===== src/rtl/rf_access_ctrl.sv =====
// -----------------------------------------------------------------------------
// rf_access_ctrl
//
// Initiator/controller for a 256x16 synchronous register-file macro. A client
// requests single or burst (1..8 beat) reads and writes over a valid/ready
// handshake. The controller drives the macro pins one beat per cycle with
// address auto-increment and returns read data with a fixed 2-cycle latency
// measured from the cycle the read command is on the pins.
//
// Ports:
//   CLK        clock, all logic on posedge
//   NRST       asynchronous active-low reset
//   REQ_VALID  client request valid
//   REQ_READY  high while idle; a request is taken when REQ_VALID is also high
//   REQ_WR     1 = write burst, 0 = read burst
//   REQ_ADDR   start address {RA,CA}
//   REQ_LEN    beats minus one
//   WDATA      write beat data
//   WD_VALID   write beat valid
//   WD_READY   high while write beats are being accepted
//   RDATA      read beat data
//   RD_VALID   RDATA valid for one cycle, no backpressure
//   DONE       one-cycle pulse at burst completion
//   NCE        macro chip enable, active low, registered
//   NWRT       macro write enable, active low, registered
//   RA         macro row address, registered
//   CA         macro column address, registered
//   DIN        macro write data, registered
//   DO         macro read data
// -----------------------------------------------------------------------------
module rf_access_ctrl #(
  parameter int DW   = 16,
  parameter int RAW  = 6,
  parameter int CAW  = 2,
  parameter int LENW = 3
) (
  input  logic               CLK,
  input  logic               NRST,
  input  logic               REQ_VALID,
  output logic               REQ_READY,
  input  logic               REQ_WR,
  input  logic [RAW+CAW-1:0] REQ_ADDR,
  input  logic [LENW-1:0]    REQ_LEN,
  input  logic [DW-1:0]      WDATA,
  input  logic               WD_VALID,
  output logic               WD_READY,
  output logic [DW-1:0]      RDATA,
  output logic               RD_VALID,
  output logic               DONE,
  output logic               NCE,
  output logic               NWRT,
  output logic [RAW-1:0]     RA,
  output logic [CAW-1:0]     CA,
  output logic [DW-1:0]      DIN,
  input  logic [DW-1:0]      DO
);

  localparam int AW = RAW + CAW;

  localparam logic [AW-1:0]   ADDR_ONE = {{(AW-1){1'b0}}, 1'b1};
  localparam logic [LENW-1:0] LEN_ZERO = {LENW{1'b0}};
  localparam logic [LENW-1:0] LEN_ONE  = {{(LENW-1){1'b0}}, 1'b1};

  typedef enum logic [2:0] {
    ST_IDLE  = 3'd0,
    ST_WRITE = 3'd1,
    ST_WDONE = 3'd2,
    ST_READ  = 3'd3,
    ST_DRAIN = 3'd4
  } state_t;

  state_t          state_r;
  state_t          state_s;
  logic [AW-1:0]   addr_r;
  logic [AW-1:0]   addr_s;
  logic [LENW-1:0] cnt_r;
  logic [LENW-1:0] cnt_s;

  logic            nce_r;
  logic            nce_s;
  logic            nwrt_r;
  logic            nwrt_s;
  logic [AW-1:0]   pin_addr_r;
  logic [AW-1:0]   pin_addr_s;
  logic [DW-1:0]   din_r;
  logic [DW-1:0]   din_s;

  // pipe_r[0]: a read command is on the pins this cycle
  // pipe_r[1]: DO carries the data of the previous cycle's read command
  logic [1:0]      pipe_r;
  logic            issue_rd_s;

  logic            done_r;
  logic            done_s;
  logic [DW-1:0]   rdata_r;
  logic [DW-1:0]   rdata_s;
  logic            rd_valid_r;

  // Next-state, address/count and pin command decode
  always_comb begin
    state_s    = state_r;
    addr_s     = addr_r;
    cnt_s      = cnt_r;
    nce_s      = 1'b1;
    nwrt_s     = 1'b1;
    pin_addr_s = pin_addr_r;
    din_s      = din_r;
    issue_rd_s = 1'b0;
    done_s     = 1'b0;

    case (state_r)
      ST_IDLE: begin
        if (REQ_VALID) begin
          if (REQ_WR) begin
            // Write data is not yet available, so the first beat waits
            // for WD_VALID in WRITE.
            addr_s  = REQ_ADDR;
            cnt_s   = REQ_LEN;
            state_s = ST_WRITE;
          end else begin
            // The first read beat goes out on the accept edge so that it
            // is on the pins in the cycle right after acceptance.
            nce_s      = 1'b0;
            pin_addr_s = REQ_ADDR;
            issue_rd_s = 1'b1;
            addr_s     = REQ_ADDR + ADDR_ONE;
            cnt_s      = REQ_LEN - LEN_ONE;
            if (REQ_LEN == LEN_ZERO) begin
              state_s = ST_DRAIN;
            end else begin
              state_s = ST_READ;
            end
          end
        end else begin
          state_s = ST_IDLE;
        end
      end

      ST_WRITE: begin
        if (WD_VALID) begin
          nce_s      = 1'b0;
          nwrt_s     = 1'b0;
          pin_addr_s = addr_r;
          din_s      = WDATA;
          addr_s     = addr_r + ADDR_ONE;
          if (cnt_r == LEN_ZERO) begin
            state_s = ST_WDONE;
          end else begin
            cnt_s = cnt_r - LEN_ONE;
          end
        end else begin
          // Bubble: pins idle, address and data hold.
          state_s = ST_WRITE;
        end
      end

      ST_WDONE: begin
        done_s  = 1'b1;
        state_s = ST_IDLE;
      end

      ST_READ: begin
        nce_s      = 1'b0;
        pin_addr_s = addr_r;
        issue_rd_s = 1'b1;
        addr_s     = addr_r + ADDR_ONE;
        if (cnt_r == LEN_ZERO) begin
          state_s = ST_DRAIN;
        end else begin
          cnt_s = cnt_r - LEN_ONE;
        end
      end

      ST_DRAIN: begin
        // Leave once no command is on the pins any more; DONE lands in
        // the same cycle as the last RD_VALID.
        if (!pipe_r[0]) begin
          state_s = ST_IDLE;
          done_s  = pipe_r[1];
        end else begin
          state_s = ST_DRAIN;
        end
      end

      default: begin
        state_s = ST_IDLE;
      end
    endcase
  end

  // Read data capture value: DO is only meaningful behind a tracked read
  always_comb begin
    if (pipe_r[1]) begin
      rdata_s = DO;
    end else begin
      rdata_s = rdata_r;
    end
  end

  // Control state, address counter and beat counter
  always_ff @(posedge CLK or negedge NRST) begin
    if (!NRST) begin
      state_r <= ST_IDLE;
      addr_r  <= {AW{1'b0}};
      cnt_r   <= LEN_ZERO;
    end else begin
      state_r <= state_s;
      addr_r  <= addr_s;
      cnt_r   <= cnt_s;
    end
  end

  // Registered macro pins
  always_ff @(posedge CLK or negedge NRST) begin
    if (!NRST) begin
      nce_r      <= 1'b1;
      nwrt_r     <= 1'b1;
      pin_addr_r <= {AW{1'b0}};
      din_r      <= {DW{1'b0}};
    end else begin
      nce_r      <= nce_s;
      nwrt_r     <= nwrt_s;
      pin_addr_r <= pin_addr_s;
      din_r      <= din_s;
    end
  end

  // Read tracking pipe and registered client-side read/done outputs
  always_ff @(posedge CLK or negedge NRST) begin
    if (!NRST) begin
      pipe_r     <= 2'b00;
      rd_valid_r <= 1'b0;
      rdata_r    <= {DW{1'b0}};
      done_r     <= 1'b0;
    end else begin
      pipe_r     <= {pipe_r[0], issue_rd_s};
      rd_valid_r <= pipe_r[1];
      rdata_r    <= rdata_s;
      done_r     <= done_s;
    end
  end

  assign REQ_READY = (state_r == ST_IDLE);
  assign WD_READY  = (state_r == ST_WRITE);
  assign NCE       = nce_r;
  assign NWRT      = nwrt_r;
  assign RA        = pin_addr_r[AW-1:CAW];
  assign CA        = pin_addr_r[CAW-1:0];
  assign DIN       = din_r;
  assign RDATA     = rdata_r;
  assign RD_VALID  = rd_valid_r;
  assign DONE      = done_r;

endmodule


===== config.mk =====
export PLATFORM = sky130hd
export DESIGN_NAME = rf_access_ctrl
export DESIGN_NICKNAME = d
export VERILOG_FILES = /design/src/rtl/rf_access_ctrl.sv
export SDC_FILE = /design/constraint.sdc
export NUM_CORES = 1
export LEC_CHECK = 0
export CAP_MARGIN = 30
export CORE_MARGIN = 5
export CORE_UTILIZATION = 42
export DETAILED_ROUTE_END_ITERATION = 10
export HOLD_SLACK_MARGIN = 0.06
export PLACE_DENSITY = 0.74
export SYNTH_ARGS = -nofsm -noshare
export SYNTH_HDL_FRONTEND = slang
export SYNTH_SLANG_ARGS = --single-unit
export TNS_END_PERCENT = 20

===== constraint.sdc =====
create_clock -name CLK -period 2.95 [get_ports CLK]
set_input_delay 0.295 -clock CLK [delete_from_list [all_inputs] [get_ports CLK]]
set_output_delay 0.295 -clock CLK [all_outputs]
set_load 0.03 [all_outputs]

# After elaboration in Yosys (flattened, before gate mapping)
# Cells that the tools add are included.
# totals
ff_bits	60
latchBits	0
mem_bits_rw	0
rom_bits	0
in_bits	48
n_memories	0
# op_classes
n_addsub	4
n_mul	0
div_mod_pow	0
n_lt_le_gt_ge	0
eq_ne	9
n_shift	0
n_mux	31
bitwise	0
n_reduce_logical	8
# op_table
op	n
$mux 8	6
$pmux 8 s3	2
$mux 3	11
$add 8x1->8 const B	2
$pmux 3 s4	1
$logic_not 3->1	3
$pmux 3 s3	1
$ne 2x2->1 const B	4
$mux 1	7
$eq 3x2->1 const B	2
$sub 3x1->3 const B	2
$pmux 1 s2	2
$reduce_and 2->1	2
$reduce_and 4->1	1
$eq 3x1->1 const B	1
$eq 3x3->1 const B	1
$ne 3x2->1 const B	1
$pmux 1 s3	1
$reduce_and 3->1	1
$reduce_bool 3->1	1

# Depth between registers and ports, before layout
# Gate-level depths: netlist (run 1).
# depth
ltp_word	5
mapped_depth	6
ltp_nobuf	6

# Worst setup path before layout (run 1)
# Ideal clock, no wire load.
# synth_path
path_kind	register to register
start	register state_r[0]
end	register pin_addr_r[2]
setup_time_ps	122
arrival_ps	1917
required_time_ps	2828
slack_ps	911
path_stages_with_launch	6
path_buffers	1
cell_sequence	dfrtp_1 > nor3_1 > a221oi_4 > buf_4 > nor2_1 > a21oi_1
# synth_via
elab_chain_cells	3
elab_cells_between_ends	9
classes_between	5 x eq/ne; 1 x mux; 3 x reduce/logical
# synth_lines
item	line	text
start: declaration	72	state_t state_r;
start signal: assignment	207	state_r <= state_s;
$logic_not 3->1 (*)	n/a	
net REQ_READY	40	output logic REQ_READY,
$ne 2x2->1 (no line) / $reduce_bool 3->1 (equally long branches)	n/a	
$reduce_and 4->1 (no line)	n/a	
end signal: assignment	218	pin_addr_r <= {AW{1'b0}};
end signal: assignment	223	pin_addr_r <= pin_addr_s;
end: declaration	83	logic [AW-1:0] pin_addr_r;
# The timed path passes the listed nets; every way through them passes the cells marked *.
# A chain may end at the register's enable or synchronous reset.

# Worst setup path in the final report (run 1)
# layout_path
start	register state_r[1]
end	output port REQ_READY
# layout_via
elab_chain_cells	1
# layout_lines
item	line	text
$logic_not 3->1	243	assign REQ_READY = (state_r == ST_IDLE);
end: declaration	40	
# Every way passes these cells.

==> flow_summary_export.csv, run 1 <==
group,metric,value,unit
logic_synthesis,synthSimpleGateAreaFrac,12.4,%
floorplanning,io_pins,94,
logic_synthesis,synth_xor_area_share,2.81,%
critical_path,cpMaxStageDelayCell,"clkdlybuf4s50_1",
critical_path,critPathTopFamily,"buffers and inverters",
timing,slew_violations,0,
critical_path,crit_required,2.65,ns
detailed_routing,ant_nets,0,
hold_path,hp-class,"in2async",
cells_and_area,n_antenna_cell,0,
critical_path,worstSetupEndpointType,"output port",
clock_network,tritoncts.num_buffers,9,
timing,fin_crit,2.50,ns
timing,slew-limit-headroom,54.6,%
detailed_routing,routed_wl,6870,um
pwr,cellPowerDensity,1220,nW/um^2
logic_synthesis,synth_nets,304,
logic_synthesis,yosysTopAreaCell,"dfrtp_1",
detailed_routing,post_drt_wl_per_cell,16.0,um
critical_path,cp_max_fo,14,
floorplanning,die_area,8420,um^2
timing,setup_tns,0,ns
logic_synthesis,async_flop_share,100,%
timing,max_slew.worst_pin.slew,0.681,ns
clock_network,cts.repair.resized,0,
logic_synthesis,syn_avg_cell_area,11.2,um^2
cells_and_area,drive_gt1_share,17.8,%
critical_path,crit_path_cell_trace,"nor3_1 > clkdlybuf4s50_1",
logic_synthesis,synthFlopType,"dfrtp_1",
logic_synthesis,yosys-top-cells-area,"dfrtp_1 52%, mux2_2 13%, nand2_1 3.2%",
logic_synthesis,synth_warnings,0,
global_routing,grt-ovfl-total,0,
clock_network,numClockSinks,60,
placed_design,place.gp.congestion,0.843,
placed_design,portBuffers,93,
global_routing,grt_use_total,17.2,%
clock_network,cts_max_level,3,
logic_synthesis,synth_compound_area_share,12.2,%
logic_synthesis,synthAdderAreaFrac,2.67,%
critical_path,crit_buf_inv,1,
global_routing,grt_pass1_wl,11800,um
critical_path,worstPathArrival,2.20,ns
logic_synthesis,syn_area,2810,um^2
clock_network,cts.path.max_buffers,2,
floorplanning,chipHeight,91.8,um
clock_network,path_clk_slew,0.07,ns
timing,skew,0.00815,ns
detailed_routing,drtIter0Drc,121,
outcome,run_status,"finished, final reports clean",
pwr,totalPowerFinal,0.00497,W
timing,fin_crit_sh,84.7,%
timing,max_clock_freq,400,MHz
cells_and_area,final_util,63.1,%
logic_synthesis,synth_top_family_by_area,"multiplexers",
logic_synthesis,synth_edf_count,0,
critical_path,start_kind,"flip-flop",
logic_synthesis,ys_ff_latch,60,
detailed_routing,drc_errors,0,
clock_network,cts_tree,"built",
cells_and_area,final_nets,402,
logic_synthesis,muxShareOfSynthArea,13.2,%
timing,hold_ws,0.389,ns
clock_network,insertion_delay,0.33,ns
placed_design,place_hpwl,4970,um
global_routing,grt_max_degree,29,
floorplanning,initial_core_util,43.7,%
cells_and_area,syn2layout_area_growth,44.3,%
floorplanning,core,6420,um^2
clock_network,cts-root-buf,"clkbuf_8",
floorplanning,die_w,91.8,um
detailed_routing,drt-pass1-iter-count,4,
timing,setup_violations,0,
critical_path,crit_type,"reg2out",
logic_synthesis,synth_cell_types,46,
pwr,power_leakage,1.66,nW
flow_run,drv_cap,0,
detailed_routing,vias_per_cell,5.30,
pwr,ir_drop,0.433,mV
global_routing,grt_pass1_vias,2356,
detailed_routing,dr_total_vias,2279,
global_routing,grt_antenna_before_repair,0,
cells_and_area,fillers,538,
logic_synthesis,syn-instance-count,250,
logic_synthesis,ys_seq_area_share,53.5,%
timing,hold_viol_final,0,
critical_path,crit_path_max_incr_delay,0.79,ns
floorplanning,placementRows,29,
logic_synthesis,yosysTopAreaCellShare,51.7,%
timing,rsz0062_at_grt,"no",
==> sequential cells by signal, indices dropped and copies added, names as in the netlist, 2 cells and up <==
register,count
cnt_r,3
state_r,3
RDATA,16
addr_r,8
pipe_r,2
pin_addr_r,8
DIN,16
==> Yosys cell counts (all sizes together), types with 2 or more instances <==
| cell type | instances |
|---|---|
| a21oi | 10 |
| a31oi | 7 |
| nor2b | 3 |
| a221oi | 3 |
| o311ai | 2 |
| or4b | 2 |
| xnor2 | 8 |
| a22o | 2 |
| nand2b | 3 |
| buf | 8 |
| nor2 | 18 |
| o21a | 2 |
| dfrtp | 58 |
| a22oi | 2 |
| clkbuf | 5 |
| nand3 | 6 |
| dfstp | 2 |
| mux2 | 32 |
| and2 | 3 |
| nand2 | 24 |
| nor3 | 4 |
| o21ai | 13 |
| ha | 6 |
| o22ai | 4 |
| inv | 8 |
==> timing repair <==
action	4_1_cts	5_1_grt
hold buffers	1	0
buffers inserted	0	0
hold endpoints to repair	11	0
==> final timing paths <==
| path | from | to | slack [ns] | cells after the start |
|---|---|---|---|---|
| min in group CLK | pipe_r[0] | pipe_r[1] | 0.40 | 0 |
| max reg2reg | state_r[1] | addr_r[6] | 0.82 | 5 |
| min | NRST | pin_addr_r[0] | 0.39 | 2 |
| min reg2reg | pipe_r[0] | pipe_r[1] | 0.40 | 0 |
| max in group asynchronous | NRST | NCE | 1.85 | 3 |
| max | state_r[1] | REQ_READY | 0.45 | 2 |
==> placed cells by master (no fill, tap or decap), types with 6 or more instances in the layout <==
cell type	n
nand2_1	24
nand3_1	6
a21oi_1	10
o21ai_0	12
clkbuf_8	13
buf_4	6
dfrtp_1	58
clkdlybuf4s50_1	92
a31oi_1	7
mux2_2	32
inv_1	8
nor2_1	18
xnor2_1	8
ha_1	6
==> stage by stage <==
stage / area, um^2 / cells / setup WS [ns]
3_3_place_gp: 3820 / 413 / 0.781
3_5_place_dp: 3820 / 413 / 0.722
2_1_floorplan: 2810 / 250 / 0.911
5_1_grt: 4050 / 430 / 0.328
4_1_cts: 4050 / 430 / 0.456
6_report: 4050 / 430 / 0.451
==> layout make-up <==
type | instances | area, um^2 | area share [%]
clock buffer | 13 | 179 | 4.41
clock inverter | 3 | 42.5 | 1.05
inverter | 8 | 30.0 | 0.741
multi-input combinational | 169 | 1220 | 30.1
sequential | 60 | 1500 | 37.1
tap | 77 | 96.3 | 2.38
timing repair buffer | 100 | 981 | 24.2
==> power breakdown <==
group	internal [W]	switching, W
Sequential	0.00124	0.000288
Combinational	0.00118	0.00145
Clock	0.000481	0.000328
Total	0.00290	0.00207
==> cells by family (layout without fill, tap and decap cells) <==
family / count (synthesis) / count (layout)
xor+xnor: 9 / 9
fa+ha+maj: 6 / 6
buf+inv: 21 / 124
flops: 60 / 60
simple gates: 71 / 71
compound gates: 50 / 50
mux: 33 / 33
==> per-layer routing <==
layer  vias up  global-route usage [%]  part of all wire [%]
li1       1089                       -                     -
met1      1102                    22.4                    44
met2        77                    28.0                    50
met3        11                    3.36                   5.0
met4         0                    7.05                   1.6
met5         -                       0                     0
Power figures use the tool's default switching activity.
==> run 2, diff against run 1 <==
--- a/config.mk
+++ b/config.mk
@@ -7,10 +7,10 @@
 export LEC_CHECK = 0
 export CAP_MARGIN = 30
 export CORE_MARGIN = 5
-export CORE_UTILIZATION = 42
+export CORE_UTILIZATION = 41
 export DETAILED_ROUTE_END_ITERATION = 10
 export HOLD_SLACK_MARGIN = 0.06
-export PLACE_DENSITY = 0.74
+export PLACE_DENSITY = 0.76
 export SYNTH_ARGS = -nofsm -noshare
 export SYNTH_HDL_FRONTEND = slang
 export SYNTH_SLANG_ARGS = --single-unit
==> constraint.sdc (replaced) <==
create_clock -name CLK -period 2.2 [get_ports CLK]
set_input_delay 0.22 -clock CLK [delete_from_list [all_inputs] [get_ports CLK]]
set_output_delay 0.22 -clock CLK [all_outputs]
set_load 0.03 [all_outputs]
==> run 2 against run 1 <==
Compared with the run above: clock power is 23% higher; worst setup slack worse by 0.34 ns; critical path depth is 1 higher; core utilization decreased by 2.3 points; global-route usage fell by 0.89 points; total power increased by 34%; die area is 2.2% higher; combinational power up 37%; first-iteration DRC count down 56%; sequential power grew 32%; critical path type unchanged; critical endpoint unchanged; largest cell class unchanged.
==> flow_summary_export.csv, run 2 (synthesized netlist as in run 1, its figures left out) <==
group,metric,value,unit
outcome,run_status,"finished, final reports clean",
detailed_routing,drt-pass1-iter-count,4,
timing,skew,0.00673,ns
placed_design,place_hpwl,5000,um
timing,max_slew.worst_pin.slew,0.651,ns
cells_and_area,multi_input_area,1220,um^2
clock_network,tritoncts.num_buffers,9,
cells_and_area,fillers,564,
floorplanning,die_w,92.8,um
timing,slew_violations,0,
detailed_routing,ant_nets,0,
floorplanning,die_area,8610,um^2
global_routing,grt_use_total,16.3,%
clock_network,numClockSinks,60,
pwr,cellPowerDensity,1620,nW/um^2
detailed_routing,routed_wl,6790,um
clock_network,insertion_delay,0.34,ns
placed_design,portBuffers,93,
global_routing,grt_pass1_vias,2267,
critical_path,r2r_end,"addr_r[4]",
timing,setup_ws,0.109,ns
hold_path,whs_path_depth,0,
detailed_routing,vias_per_cell,5.21,
placed_design,place.gp.congestion,0.862,
timing,hold_ws,0.425,ns
critical_path,start_kind,"flip-flop",
hold_path,min_from,"pipe_r[0]",
timing,rsz0062_at_grt,"no",
critical_path,cp_max_fo,13,
clock_network,path_clk_slew,0.07,ns
floorplanning,io_pins,94,
hold_path,hp-class,"reg2reg",
hold_path,hold_path_end,"pipe_r[1]",
critical_path,cpMaxStageDelayCell,"clkdlybuf4s50_1",
timing,fin_crit_sh,95.1,%
detailed_routing,drc_errors,0,
pwr,ir_drop,0.599,mV
timing,slew-limit-headroom,56.6,%
clock_network,cts_tree,"built",
critical_path,worstPathArrival,1.87,ns
pwr,clkPwrFrac,15.0,%
timing,setup_tns,0,ns
cells_and_area,n_antenna_cell,0,
floorplanning,initial_core_util,41.8,%
cells_and_area,drive_gt1_share,18.2,%
critical_path,r2r_slack,0.33,ns
detailed_routing,dr_total_vias,2283,
pwr,pwr-share-seq,30.5,%
timing,max_clock_freq,478,MHz
clock_network,cts_max_level,3,
clock_network,cts-root-buf,"clkbuf_8",
cells_and_area,seqCellArea,1500,um^2
critical_path,r2r_cells,4,
timing,fin_crit,2.09,ns
timing,setup_violations,0,
global_routing,grt_pass1_wl,11000,um
pwr,intPower,0.00389,W
flow_run,drv_cap,0,
cells_and_area,final_cell_mix,"91 x clkdlybuf4s50_1, 58 x dfrtp_1, 32 x mux2_2",
critical_path,crit_path_max_incr_delay,0.73,ns
floorplanning,chipHeight,92.8,um
floorplanning,placementRows,30,
pwr,switching_power,0.00274,W
global_routing,grt-ovfl-total,0,
placed_design,place_area,3880,um^2
pwr,sw_frac_of_total,41.3,%
placed_design,dp_worst_setup_slack,0.162,ns
pwr,p_comb_share,54.4,%
pwr,totalPowerFinal,0.00663,W
global_routing,grt_max_degree,38,
critical_path,crit_path_cell_trace,"buf_4 > nor3_1 > clkdlybuf4s50_1",
detailed_routing,post_drt_wl_per_cell,15.5,um
floorplanning,core,6720,um^2
cells_and_area,final_common_cell,"clkdlybuf4s50_1",
critical_path,r2r_start,"state_r[0]",
cells_and_area,final_nets,407,
detailed_routing,drtIter0Drc,53,
critical_path,crit_required,1.98,ns
timing,hold_viol_final,0,
pwr,power_leakage,1.69,nW
global_routing,grt_antenna_before_repair,0,
cells_and_area,design_area,4090,um^2
cells_and_area,syn2layout_area_growth,45.5,%
critical_path,worstSetupEndpointType,"output port",
clock_network,cts.path.max_buffers,2,
critical_path,crit_type,"reg2out",
==> run 2: cell types whose count changed in the layout (fill, tap and decap cells not counted), sizes merged <==
cell / delta
clkinvlp: -1
clkdlybuf4s50: -1
dlymetal6s2s: +1
buf: +5
clkbuf: +1
==> run 2: worst max-delay path: cells and delay by family (launching register included) <==
family / cells / cell delay [ns]
buf+inv: 2 / 0.91
simple gates: 1 / 0.25
flops: 1 / 0.38
==> run 2: worst max path at each step <==
stage                     from            end  slack [ns]  cells past startpoint
finish              state_r[1]      REQ_READY        0.11                      3
global route        state_r[1]      REQ_READY        0.04                      3
CTS                 state_r[2]       WD_READY       0.004                      3
detailed placement   REQ_VALID      addr_r[5]        0.16                      6
global placement     REQ_VALID      addr_r[6]        0.19                      5
floorplan           state_r[0]  pin_addr_r[2]        0.16                      5
==> run 2: layout make-up <==
| class | instances | area share, % |
|---|---|---|
| clock buffer | 14 | 3.98 |
| clock inverter | 2 | 0.857 |
| multi-input combinational | 169 | 29.9 |
| tap | 80 | 2.45 |
| timing repair buffer | 105 | 25.3 |
| sequential | 60 | 36.8 |
| inverter | 8 | 0.735 |
==> run 2: metrics by stage <==
step                util, %  cells
floorplan                 -    250
global placement       57.7    421
detailed placement     57.7    421
CTS                    60.8    438
global route           60.8    438
finish                 60.8    438
==> run 2: power groups by stage <==
stage / combinational (W) / sequential (W) / clock, W
floorplan: 0.00148 / 0.00279 / 0
global placement: 0.00357 / 0.00202 / 0
detailed placement: 0.00364 / 0.00205 / 0
CTS: 0.00365 / 0.00203 / 0.00103
global route: 0.00386 / 0.00211 / 0.00108
finish: 0.00361 / 0.00202 / 0.000998
==> run 2: metal layers <==
| metal | part of all wire (%) | GRT usage (%) | wire (um) |
|---|---|---|---|
| met1 | 43 | 19.6 | 2930 |
| met3 | 4.6 | 3.01 | 311 |
| met4 | 2.1 | 8.55 | 143 |
| met2 | 50 | 27.5 | 3410 |
| met5 | 0 | 0 | 0 |
==> run 2: what timing repair did <==
action	CTS	global route
hold endpoints to repair	22	0
hold buffers	1	0
buffers inserted	0	0
resized for setup	0	1
setup endpoints to repair	0	1
